`src/rtl/fetch_pkg.sv`:
```
// Shared types and constants for the instruction fetch path.
package fetch_pkg;

    typedef enum logic [2:0] {
        IDLE   = 3'd0,
        LO_REQ = 3'd1,
        LO_WR  = 3'd2,
        HI_REQ = 3'd3,
        HI_WR  = 3'd4
    } fetch_state_t;

    localparam logic IR_LOW  = 1'b0;
    localparam logic IR_HIGH = 1'b1;

    localparam int TIMEOUT_DEFAULT = 15;

endpackage

```
`src/rtl/ack_timeout_counter.sv`:
```
// Counts cycles spent waiting for a memory ack; expired flags the last allowed cycle.
// Clear has priority over enable; expired is combinational from the count.
module ack_timeout_counter #(
    parameter int LIMIT = 15
) (
    input  logic clk,
    input  logic rst_n,
    input  logic clear,
    input  logic enable,
    output logic expired
);

    logic [7:0] count;

    always_ff @(posedge clk or negedge rst_n) begin
        if (!rst_n) begin
            count <= '0;
        end else if (clear) begin
            count <= '0;
        end else if (enable) begin
            count <= count + 8'd1;
        end
    end

    assign expired = enable && (count == 8'(LIMIT - 1));

endmodule

```
`src/rtl/instruction_fetch_controller.sv`:
```
// Fetches one 16-bit instruction as two byte reads (PC, PC+1) and writes them into the IR.
// Control outputs are Moore-decoded from the state; PCLoad aborts any fetch in progress.
module instruction_fetch_controller
    import fetch_pkg::*;
#(
    parameter int                ADDR_W   = 16,
    parameter logic [ADDR_W-1:0] PC_RESET = '0,
    parameter int                TIMEOUT  = TIMEOUT_DEFAULT
) (
    input  logic              Clock,
    input  logic              Reset,
    input  logic              Start,
    input  logic              PCLoad,
    input  logic [ADDR_W-1:0] PCLoadValue,
    input  logic [7:0]        MemData,
    input  logic              MemAck,
    output logic              MemReq,
    output logic [ADDR_W-1:0] MemAddr,
    output logic [7:0]        IRByte,
    output logic              IRWrite,
    output logic              IRLH,
    output logic              FetchDone,
    output logic              Busy,
    output logic              Error,
    output logic [ADDR_W-1:0] PC
);

    fetch_state_t state, state_nxt;

    logic in_req;
    logic ack_hit;
    logic timeout;
    logic start_ok;
    logic expired;

    assign in_req   = (state == LO_REQ) || (state == HI_REQ);
    // PCLoad outranks a coincident ack or timeout: the byte is dropped and PC is not bumped.
    assign ack_hit  = in_req && MemAck && !PCLoad;
    assign timeout  = in_req && !MemAck && !PCLoad && expired;
    assign start_ok = (state == IDLE) && Start && !PCLoad;

    ack_timeout_counter #(
        .LIMIT(TIMEOUT)
    ) u_timeout (
        .clk    (Clock),
        .rst_n  (Reset),
        .clear  (!in_req || MemAck || PCLoad),
        .enable (in_req),
        .expired(expired)
    );

    always_ff @(posedge Clock or negedge Reset) begin
        if (!Reset) begin
            state <= IDLE;
        end else begin
            state <= state_nxt;
        end
    end

    always_comb begin
        state_nxt = state;
        unique case (state)
            IDLE:    if (start_ok) state_nxt = LO_REQ;
            LO_REQ:  if (ack_hit) state_nxt = LO_WR; else if (timeout) state_nxt = IDLE;
            LO_WR:   state_nxt = HI_REQ;
            HI_REQ:  if (ack_hit) state_nxt = HI_WR; else if (timeout) state_nxt = IDLE;
            HI_WR:   state_nxt = IDLE;
            default: state_nxt = IDLE;
        endcase
        if (PCLoad) begin
            state_nxt = IDLE;
        end
    end

    always_comb begin
        MemReq    = 1'b0;
        IRWrite   = 1'b0;
        IRLH      = IR_LOW;
        FetchDone = 1'b0;
        Busy      = (state != IDLE);
        unique case (state)
            LO_REQ, HI_REQ: MemReq = 1'b1;
            LO_WR:          IRWrite = 1'b1;
            HI_WR: begin
                IRWrite   = 1'b1;
                IRLH      = IR_HIGH;
                FetchDone = 1'b1;
            end
            default: ;
        endcase
    end

    always_ff @(posedge Clock or negedge Reset) begin
        if (!Reset) begin
            PC     <= PC_RESET;
            IRByte <= '0;
            Error  <= 1'b0;
        end else begin
            if (PCLoad) begin
                PC <= PCLoadValue;
            end else if (ack_hit) begin
                PC <= PC + ADDR_W'(1);
            end
            if (ack_hit) begin
                IRByte <= MemData;
            end
            if (start_ok) begin
                Error <= 1'b0;
            end else if (timeout) begin
                Error <= 1'b1;
            end
        end
    end

    assign MemAddr = PC;

endmodule

```
`config.mk`:
```
export PLATFORM = sky130hd
export DESIGN_NAME = instruction_fetch_controller
export DESIGN_NICKNAME = d
export VERILOG_FILES = /design/src/rtl/fetch_pkg.sv /design/src/rtl/ack_timeout_counter.sv /design/src/rtl/instruction_fetch_controller.sv
export SDC_FILE = /design/constraint.sdc
export NUM_CORES = 1
export LEC_CHECK = 0
export BUFFER_PORTS_ARGS = -buffer_cell sky130_fd_sc_hd__buf_2
export CELL_PAD_IN_SITES_DETAIL_PLACEMENT = 0
export CELL_PAD_IN_SITES_GLOBAL_PLACEMENT = 1
export CORE_ASPECT_RATIO = 0.7
export CORE_MARGIN = 1.5
export CORE_UTILIZATION = 39
export DETAILED_ROUTE_END_ITERATION = 8
export PLACE_DENSITY = 0.95
export SLEW_MARGIN = 20
export SYNTH_ARGS = -nofsm -noshare
export SYNTH_HDL_FRONTEND = slang
export SYNTH_SLANG_ARGS = --single-unit
```
`constraint.sdc`:
```
create_clock -name Clock -period 5.18 [get_ports Clock]
set_clock_uncertainty 0.2 [all_clocks]
set_input_delay 0.518 -clock Clock [delete_from_list [all_inputs] [get_ports Clock]]
set_output_delay 0.518 -clock Clock [all_outputs]
set_load 0.01 [all_outputs]
```
# After elaboration in Yosys (flattened, before gate mapping)

Cells that the tools add are included.
W data, S select, Z words.

$add $sub $neg: 2
Equal/unequal tests: 6
Mux-type cells: 15
Reductions and logical operators: 21

Operators with widths:

| cell                    | count |
|---|---|
| $mux W16                | 2 |
| $add A16 B1 Y16 const B | 1 |
| $mux W8                 | 2 |
| $mux W3                 | 5 |
| $pmux W3 S4             | 1 |
| $add A8 B1 Y8 const B   | 1 |
| $eq A8 B4 Y1 const B    | 1 |
| $logic_and A1 B1 Y1     | 8 |
| $eq A3 B2 Y1 const B    | 2 |
| $reduce_bool A2 Y1      | 3 |
| $mux W1                 | 5 |
| $reduce_or A2 Y1        | 2 |
| $eq A3 B1 Y1 const B    | 1 |
| $eq A3 B3 Y1 const B    | 1 |
| $logic_not A1 Y1        | 3 |
| $logic_not A3 Y1        | 1 |
| $logic_or A1 B1 Y1      | 3 |
| $ne A3 B3 Y1 const B    | 1 |
| $reduce_bool A3 Y1      | 1 |

Register bits: 36
Word-level logic and storage cells: 49

# Depth between registers and ports, before layout

Gate-level depths: netlist of run 1.

Word-level depth: 9
Depth in mapped cells: 6
Mapped depth without buffers: 6

# Modules after synthesis

From an unflattened synthesis of run 1, not the netlist that was laid out.

Cells, all modules: 206
Area total of the unflattened synthesis: 2023.2 um^2

Modules (own cells, without submodules):

| module                       | instances | cells an instance | area an instance (um^2) |
|---|---|---|---|
| instruction_fetch_controller | 1         | 165               | 1612.8 |
| ack_timeout_counter          | 1         | 41                | 410.4 |

# Least setup slack after synthesis of run 1

OpenSTA, ideal clock, no wires.

Path kind: input to register
From: input port PCLoad
To: register state[1]
Library setup time: 120 ps
Arrival time: 1726 ps
Data required time: 4860 ps
Path slack: 3134 ps
Stages on the path: 5
Path buffers: 1
Cell sequence: or4b_1 -> buf_2 -> and4bb_1 -> o211ai_1 -> and3b_1

Longest elaborated chain between the ends: 7
Elaborated cells on any way between the ends: 11

RTL lines:

| item                              | RTL line                                                                                                   | RTL |
|---|---|---|
| from (decl)                       | instruction_fetch_controller.sv:13                                                                         | `input logic PCLoad,` |
| $logic_not A1 Y1                  | instruction_fetch_controller.sv:38, instruction_fetch_controller.sv:39, instruction_fetch_controller.sv:40 |  |
| $logic_and A1 B1 Y1 (2 in series) | instruction_fetch_controller.sv:39                                                                         | `assign timeout = in_req && !MemAck && !PCLoad && expired;` |
| $mux W3                           | n/a                                                                                                        |  |
| $mux W3 (on tied branches)        | instruction_fetch_controller.sv:66, instruction_fetch_controller.sv:64                                     |  |
| $pmux W3 S4                       | instruction_fetch_controller.sv:62                                                                         | `unique case (state)` |
| $mux W3                           | instruction_fetch_controller.sv:70                                                                         | `if (PCLoad) begin` |
| to (signal assigned)              | instruction_fetch_controller.sv:56                                                                         | `state <= state_nxt;` |
| to (decl)                         | instruction_fetch_controller.sv:28                                                                         | `fetch_state_t state, state_nxt;` |

Several ways; a longest one is shown, not always the timed one.
A chain may end at the register's enable or synchronous reset.

# Worst setup path after layout of run 1

Ends and elaborated chain as after synthesis.

==> results.toml, run 1 <==
[status]
outcome = "complete, no violations"

[synth]
seq_area_frac_synth_pct = 45.7
yosysWarnings = 0
yosys.area_share.xor_xnor_pct = 7.55
synth_edf_count = 0
syn_nets = 231
synth_mux_area_share_pct = 5.58
synth_top_area_share_pct = 45.7
syn-instance-count = 199
postSynthAreaPerCell_sq_um = 9.91
synth_compound_area_share_pct = 7.42
synth.distinct_cells = 43
syn_area_sq_um = 1970
async_reset_ff_share_pct = 100
synthTopCellsByArea = "dfrtp_1, buf_4, mux2_2, nand2_1, xnor2_1"
yosys_register_bits = 36
synthAdderAreaFrac_pct = 1.90
yosysMostFrequentCell = "dfrtp_1"
synthSimpleGateAreaFrac_pct = 22.2
yosys-top-cells-count = "dfrtp_1, nand2_1, buf_4, nor2_1, o21ai_0"
synth_ff_type = "dfrtp_1"
synth_top_family_by_area = "simple AND/OR/NAND/NOR gates"
yosysTopAreaCell = "dfrtp_1"

[finish]
diodes = 0
final_cells = 325
fin_nets = 287
drive_gt1_share_pct = 37.1
design_area_sq_um = 2350
area_delta_synth_final_pct = 19.4
fin_util_pct = 48.7

[floorplanning]
fp.dieW_microns = 88.0
io_pins = 75
row_count = 21
start_util_pct = 40.8
coreArea_sq_um = 4830
die-area_sq_um = 5500
die_h_microns = 62.5

[setup_path]
worst-path-stages = 5
start_kind = "primary input"
r2r_slack_ns = 2.98
cp_cell_sequence = "buf_2, or4b_1, and4bb_1, o211ai_1, and3b_1"
r2r-end = "state[1]"
arrival_ns = 2.23
critical_path_class = "primary input to flop"
crit_fanout = 34
crit_slowest_cell = "or4b_1"
crit_end = "state[1]"
rr_worst_depth = 4
crit_start = "PCLoad"
crit_buf_inv = 1
rr_startpoint = "state[0]"
path_delay_family = "simple AND/OR/NAND/NOR gates"
worst_ep_required_time_ns = 5.16
cpPeakStageDelay_ns = 0.75
end_kind = "flop"

[clock_network]
cts_setup_buffers = 0
clkTransAtPathRegs_ns = 0.07
cts_hold_buf = 0
cts_resized = 0
cts_tree = "built"
clkSinkCount = 36
htreeDepth = 2
cts_root_buf = "clkbuf_8"
clockBufferDepth = 2
numCtsBuffers = 5
clock_latency_ns = 0.28

[min_path]
worstHoldPathType = "primary input to asynchronous set/reset pin"

[placed_design]
place_inst = 317
io_buffers = 74
dpl_cell_area_sq_um = 2260
post-place-ws_ns = 2.63
gp_congestion = 0.795
dp_hpwl_mm = 3.17

[route]
vias = 1602
wirelength_mm = 4.32
ant_nets = 0
drt_pass1_iterations = 4
routed_via_density = 4.93
route.detailed.drc = 0
drt_iter0_drc = 98
wl_per_cell_microns = 13.3

[power]
powerDensity_nw_per_um2 = 297
p_total_mw = 0.700
leakagePower_nw = 1.11
ir_worst_vdd_v = 0.000170

[global_route]
grt_pass1_wl_mm = 7.08
antenna_found_initial = 0
track_usage_pct = 16.7
grt_max_degree = 37
grt-ovfl-total = 0
first_global_vias = 1440

[timing]
finalSetupViolCount = 0
drv_slew = 0
layout_setup_ws_ns = 2.93
rsz0062_at_grt = "no"
max-slew-margin-rel_pct = 46.2
period_minus_slack_ns = 2.25
max_freq_mhz = 445
holdWs_ns = 0.116
setup_tns_ns = 0
fin_crit_sh_pct = 43.4
timing_hold_violations_final = 0
worstMarginPinSlew_ns = 0.807

[job]
cap_violations = 0
## layer usage
layer / vias to the layer above / share of wire [%] / GRT usage [%]
met5: - / 0 / 0
met4: 0 / 1.2 / 5.36
met3: 4 / 7.4 / 4.62
met2: 61 / 42 / 23.5
met1: 748 / 49 / 24.7
li1: 789 / - / -
## worst register-to-register path: stages, from the launching register on
cell,delay [ns]
dfrtp_1,0.55
or4b_1,0.64
and4bb_1,0.40
o211ai_1,0.09
and3b_1,0.20
## flip-flops by register name, summed over array words and instances, names as in the netlist
| register | flops |
|---|---|
| u_timeout.count | 8 |
| MemAddr | 16 |
| IRByte | 8 |
| state | 3 |
| Error | 1 |
## report_power, final
| group | internal [mW] | switching (mW) |
|---|---|---|
| clock network | 0.108 | 0.101 |
| logic | 0.0708 | 0.0762 |
| registers | 0.313 | 0.0319 |
| total | 0.491 | 0.209 |
## area by class of cell
class | count | area [sq um]
Clock inverter | 1 | 7.51
Fill cell | 488 | 2480
Tap cell | 69 | 86.3
Inverter | 4 | 15.0
Timing Repair Buffer | 75 | 378
Clock buffer | 7 | 86.3
Multi-Input combinational cell | 133 | 881
Sequential cell | 36 | 901
## cells by family (layout without fill, tap and decap cells)
group | count (synthesis) | count (layout)
AOI/OAI and AO/OA | 22 | 22
xor gates and xnor gates | 17 | 17
adders and majority gates | 3 | 3
buffers and inverters | 30 | 87
DFF | 36 | 36
muxes | 10 | 10
and+or+nand+nor | 81 | 81
## placed cells by master (no fill, tap or decap), drive strengths merged, types with 3 or more instances in the layout
cell type | synthesis | routed
buf | 21 | 75
dfrtp | 36 | 36
nand2 | 23 | 23
nor2 | 18 | 18
o21ai | 10 | 10
xnor2 | 9 | 9
mux2 | 8 | 8
xor2 | 8 | 8
clkbuf | 5 | 7
nand3 | 6 | 6
nor4 | 6 | 6
nand4 | 5 | 5
inv | 4 | 4
nor3 | 4 | 4
o211ai | 4 | 4
a221o | 3 | 3
ha | 3 | 3
## how the worst min path moves through the flow
stage / startpoint / to / cells past startpoint
3_5_place_dp: Error / Error / 1
6_report: Reset / IRByte[4] / 1
2_1_floorplan: Reset / Error / 0
4_1_cts: Reset / MemAddr[15] / 1
3_3_place_gp: IRByte[5] / IRByte[5] / 1
5_1_grt: Reset / MemAddr[5] / 1
Note: power is estimated with default switching activity, not from simulation.
==> run 2, diff against run 1 <==
--- a/config.mk
+++ b/config.mk
@@ -10,9 +10,9 @@
 export CELL_PAD_IN_SITES_GLOBAL_PLACEMENT = 1
 export CORE_ASPECT_RATIO = 0.7
 export CORE_MARGIN = 1.5
-export CORE_UTILIZATION = 39
+export CORE_UTILIZATION = 36
 export DETAILED_ROUTE_END_ITERATION = 8
-export PLACE_DENSITY = 0.95
+export PLACE_DENSITY = 0.9
 export SLEW_MARGIN = 20
 export SYNTH_ARGS = -nofsm -noshare
 export SYNTH_HDL_FRONTEND = slang
==> constraint.sdc (replaced) <==
create_clock -name Clock -period 2.1 [get_ports Clock]
set_clock_uncertainty 0.2 [all_clocks]
set_input_delay 0.21 -clock Clock [delete_from_list [all_inputs] [get_ports Clock]]
set_output_delay 0.21 -clock Clock [all_outputs]
set_load 0.01 [all_outputs]
==> results.toml, run 2 (synthesized netlist as in run 1, its figures left out) <==
[status]
outcome = "complete, no violations"

[setup_path]
crit_fanout = 8
crit_start = "MemAddr[3]"
start_kind = "flop"
cp_cell_sequence = "nand3_1, buf_4, nor4_1, nor2_1, a221o_1"
cpPeakStageDelay_ns = 0.55
path_delay_family = "simple AND/OR/NAND/NOR gates"
crit_buf_inv = 1
rr_startpoint = "MemAddr[3]"
worst_ep_required_time_ns = 2.07
critical_path_class = "flop to flop"
arrival_ns = 1.98
crit_slowest_cell = "nor4_1"
end_kind = "flop"

[global_route]
antenna_found_initial = 0
grt_pass1_wl_mm = 8.00
first_global_vias = 1651
grt_max_degree = 37
grt-ovfl-total = 0
track_usage_pct = 17.5

[timing]
rsz0062_at_grt = "no"
holdWs_ns = 0.00752
setup_tns_ns = 0
timing_hold_violations_final = 0
finalSetupViolCount = 0
max-slew-margin-rel_pct = 47.9
max_freq_mhz = 499
period_minus_slack_ns = 2.00
worstMarginPinSlew_ns = 0.782
drv_slew = 0
fin_crit_sh_pct = 95.4

[finish]
layout_commonest_cell = "buf_2"
design_area_sq_um = 2690
drive_gt1_share_pct = 36.6
area_delta_synth_final_pct = 36.4
fillers = 501
multi_input_area_sq_um = 881
diodes = 0
fin_nets = 323
regArea_sq_um = 901
largest_reg_flops = 16
final_cell_mix = "buf_2, dfrtp_1, dlygate4sd3_1"

[placed_design]
dp_hpwl_mm = 3.45
io_buffers = 74
dpl_cell_area_sq_um = 2350
gp_congestion = 0.845

[clock_network]
cts_tree = "built"
clkTransAtPathRegs_ns = 0.08
clkSinkCount = 36
clock_latency_ns = 0.29
numCtsBuffers = 5
htreeDepth = 2
clockBufferDepth = 2
cts_setup_buffers = 0
cts_root_buf = "clkbuf_8"

[min_path]
min-delay-start = "PCLoadValue[15]"
worstHoldPathType = "primary input to flop"

[route]
ant_nets = 0
route.detailed.drc = 0
vias = 1728
wl_per_cell_microns = 12.9
routed_via_density = 4.75
wirelength_mm = 4.71
drt_iter0_drc = 80
drt_pass1_iterations = 4

[power]
powerDensity_nw_per_um2 = 665
leakagePower_nw = 1.27
ir_worst_vdd_v = 0.000376

[floorplanning]
row_count = 22
die-area_sq_um = 5940
start_util_pct = 37.5
die_h_microns = 64.9
coreArea_sq_um = 5260
fp.dieW_microns = 91.5
io_pins = 75

[job]
cap_violations = 0
-- run 2: cell count changes in the layout (fill, tap and decap cells not counted) --
cell	delta
buf_4	+12
dlygate4sd3_1	+24
-- run 2: area by class of cell --
| cell class | count | area share [%] |
|---|---|---|
| inverters | 4 | 0.558 |
| clock inverters | 1 | 0.279 |
| multi-input cells | 133 | 32.8 |
| well taps | 72 | 3.35 |
| repair buffers | 111 | 26.3 |
| flip-flops and latches | 36 | 33.5 |
| clock buffers | 7 | 3.21 |
-- run 2: metal layers --
layer / wire length, microns / GRT usage [%] / vias to the layer above
met1: 2320 / 24.2 / 801
met3: 299 / 3.76 / 5
li1: - / - / 858
met4: 53 / 7.23 / 0
met2: 2040 / 26.7 / 64
met5: 0 / 0 / -
-- run 2: what timing repair did --
action / CTS / global route
endpoints found under the setup margin: 0 / 0
hold endpoints to repair: 59 / 0
resized for setup: 0 / 0
hold buffers: 24 / 0
-- run 2: final timing paths --
check	to	depth (start not counted)	slack, ns
min reg2reg	IRByte[5]	1	0.30
min	MemAddr[15]	3	0.008
max	MemAddr[12]	5	0.1
min in group asynchronous	IRByte[4]	2	0.34
max in group asynchronous	MemAddr[15]	2	0.86
max reg2reg	MemAddr[12]	5	0.1
-- run 2: through the flow --
stage	setup slack, ns	cells	utilization [%]	total power, mW
after CTS	0.118	364	51.1	1.81
final	0.0967	364	51.1	1.79
after global placement	0.187	332	44.8	1.24
after floorplan	0.0560	199	-	1.09
after detailed placement	0.140	332	44.8	1.25
after global routing	0.00638	364	51.1	1.90
-- run 2: worst reg2reg max path: stages (launching register included) --
cell and delay (ns):
dfrtp_1 0.45, nand3_1 0.14, buf_4 0.18, nor4_1 0.55, nor2_1 0.11, a221o_1 0.27
-- run 2: power breakdown --
| part | switching [mW] | leakage (nW) | total (mW) | internal (mW) |
|---|---|---|---|---|
| Clock | 0.248 | 0.0445 | 0.514 | 0.267 |
| Sequential | 0.0681 | 0.454 | 0.839 | 0.771 |
| Combinational | 0.213 | 0.772 | 0.434 | 0.221 |
==> run 3, diff against run 2 <==
==> constraint.sdc (replaced) <==
create_clock -name Clock -period 2.1 [get_ports Clock]
set_clock_uncertainty 0.2 [all_clocks]
set_input_delay 0.315 -clock Clock [delete_from_list [all_inputs] [get_ports Clock]]
set_output_delay 0.315 -clock Clock [all_outputs]
set_load 0.01 [all_outputs]
==> results.toml, run 3 (synthesized netlist as in run 1, its figures left out) <==
[setup_path]
rr_startpoint = "MemAddr[6]"
cpPeakStageDelay_ns = 0.44
crit_fanout = 7
r2r_slack_ns = 0.14
crit_buf_inv = 2
crit_end = "Busy"
rr_worst_depth = 4
start_kind = "flop"
r2r-end = "MemAddr[15]"
cp_cell_sequence = "buf_4, or3_1, buf_2"
worst-path-stages = 3
crit_slowest_cell = "dfrtp_1"
arrival_ns = 1.47
path_delay_family = "flip-flops"
worst_ep_required_time_ns = 1.58
crit_start = "state[0]"
end_kind = "output pin"
critical_path_class = "flop to output pin"

[placed_design]
io_buffers = 74
gp_congestion = 0.810
dp_hpwl_mm = 3.34

[timing]
worstMarginPinSlew_ns = 0.460
fin_crit_sh_pct = 94.3
timing_hold_violations_final = 0
drv_slew = 0
max_freq_mhz = 505
finalSetupViolCount = 0
rsz0062_at_grt = "no"
setup_tns_ns = 0
period_minus_slack_ns = 1.98
holdWs_ns = 0.0304
max-slew-margin-rel_pct = 69.3

[route]
drt_iter0_drc = 72
vias = 1634
routed_via_density = 4.78
wirelength_mm = 4.44
drt_pass1_iterations = 4
wl_per_cell_microns = 13.0
route.detailed.drc = 0
ant_nets = 0

[finish]
fin_nets = 301
drive_gt1_share_pct = 41.1
area_delta_synth_final_pct = 27.3
layout_commonest_cell = "buf_2"
fillers = 503
final_cell_mix = "buf_2, dfrtp_1, nand2_1"
diodes = 0
largest_reg_flops = 16

[clock_network]
clkTransAtPathRegs_ns = 0.08
cts_root_buf = "clkbuf_8"
cts_tree = "built"
htreeDepth = 2
clkSinkCount = 36
clockBufferDepth = 2
numCtsBuffers = 5
clock_latency_ns = 0.29

[global_route]
grt_pass1_wl_mm = 7.53
first_global_vias = 1538
grt-ovfl-total = 0
track_usage_pct = 16.4
grt_max_degree = 37
antenna_found_initial = 0

[min_path]
worstHoldPathType = "primary input to flop"
min-delay-start = "PCLoadValue[1]"

[power]
switchingPower_mw = 0.521
switching_share_pct = 27.3
p_comb_share_pct = 21.0
powerDensity_nw_per_um2 = 758
seq_power_share_pct = 44.0
p_int_mw = 1.38
leakagePower_nw = 1.20
clockPowerShare_pct = 35.0
ir_worst_vdd_v = 0.000367

[floorplanning]
row_count = 22
start_util_pct = 37.5
coreArea_sq_um = 5260
die-area_sq_um = 5940
die_h_microns = 64.9
io_pins = 75
fp.dieW_microns = 91.5

[job]
cap_violations = 0

[status]
outcome = "complete, no violations"
run 3: how the worst min path moves through the flow:
stage	slack [ns]	endpoint	depth (start not counted)
after floorplan	-0.18	Error	0
after global placement	0.18	IRByte[7]	2
after detailed placement	0.19	IRByte[0]	2
after CTS	0.03	MemAddr[1]	3
after global routing	0.02	MemAddr[4]	3
final	0.03	MemAddr[1]	3
run 3: power groups by stage:
stage / logic [mW] / registers, mW / clock network, mW
floorplan: 0.210 / 0.880 / 0
global placement: 0.398 / 0.847 / 0
detailed placement: 0.404 / 0.850 / 0
CTS: 0.405 / 0.839 / 0.682
global route: 0.445 / 0.852 / 0.714
finish: 0.401 / 0.837 / 0.666
run 3: worst min-delay path, stage by stage:
cell and delay, ns:
buf_2 0.08, nand2_1 0.04, o21ai_0 0.05
run 3: per-layer routing:
layer	routed length (microns)	vias up	GRT usage, %	share of wire, %
li1	-	813	-	-
met2	1800	60	24.1	41
met5	0	-	0	0
met4	41	0	6.84	0.92
met3	290	2	3.52	6.5
met1	2310	759	23.4	52
run 3: final cells by class:
cell class	count	area, sq um	share of cell area [%]
clock inverter	1	30.0	1.20
timing repair buffer	89	485	19.3
tap	72	90.1	3.59
clock buffer	7	96.3	3.84
multi-input combinational	133	893	35.6
sequential	36	901	35.9
inverter	4	15.0	0.598
run 3: through the flow:
stage          total power, mW  setup WS [ns]  utilization [%]  instances  area (sq um)
2_1_floorplan             1.09         0.0560                -        199          1970
3_3_place_gp              1.24          0.188             44.9        333          2360
3_5_place_dp              1.25          0.154             44.9        333          2360
4_1_cts                   1.93          0.108             47.5        342          2500
5_1_grt                   2.01         0.0229             47.8        342          2510
6_report                  1.90          0.120             47.8        342          2510
run 3: what timing repair did:
action	in CTS	in global routing
endpoints found under the setup margin	0	2
hold endpoints to repair	36	0
buffers inserted	0	0
gates resized for setup	0	2
hold buffers	1	0
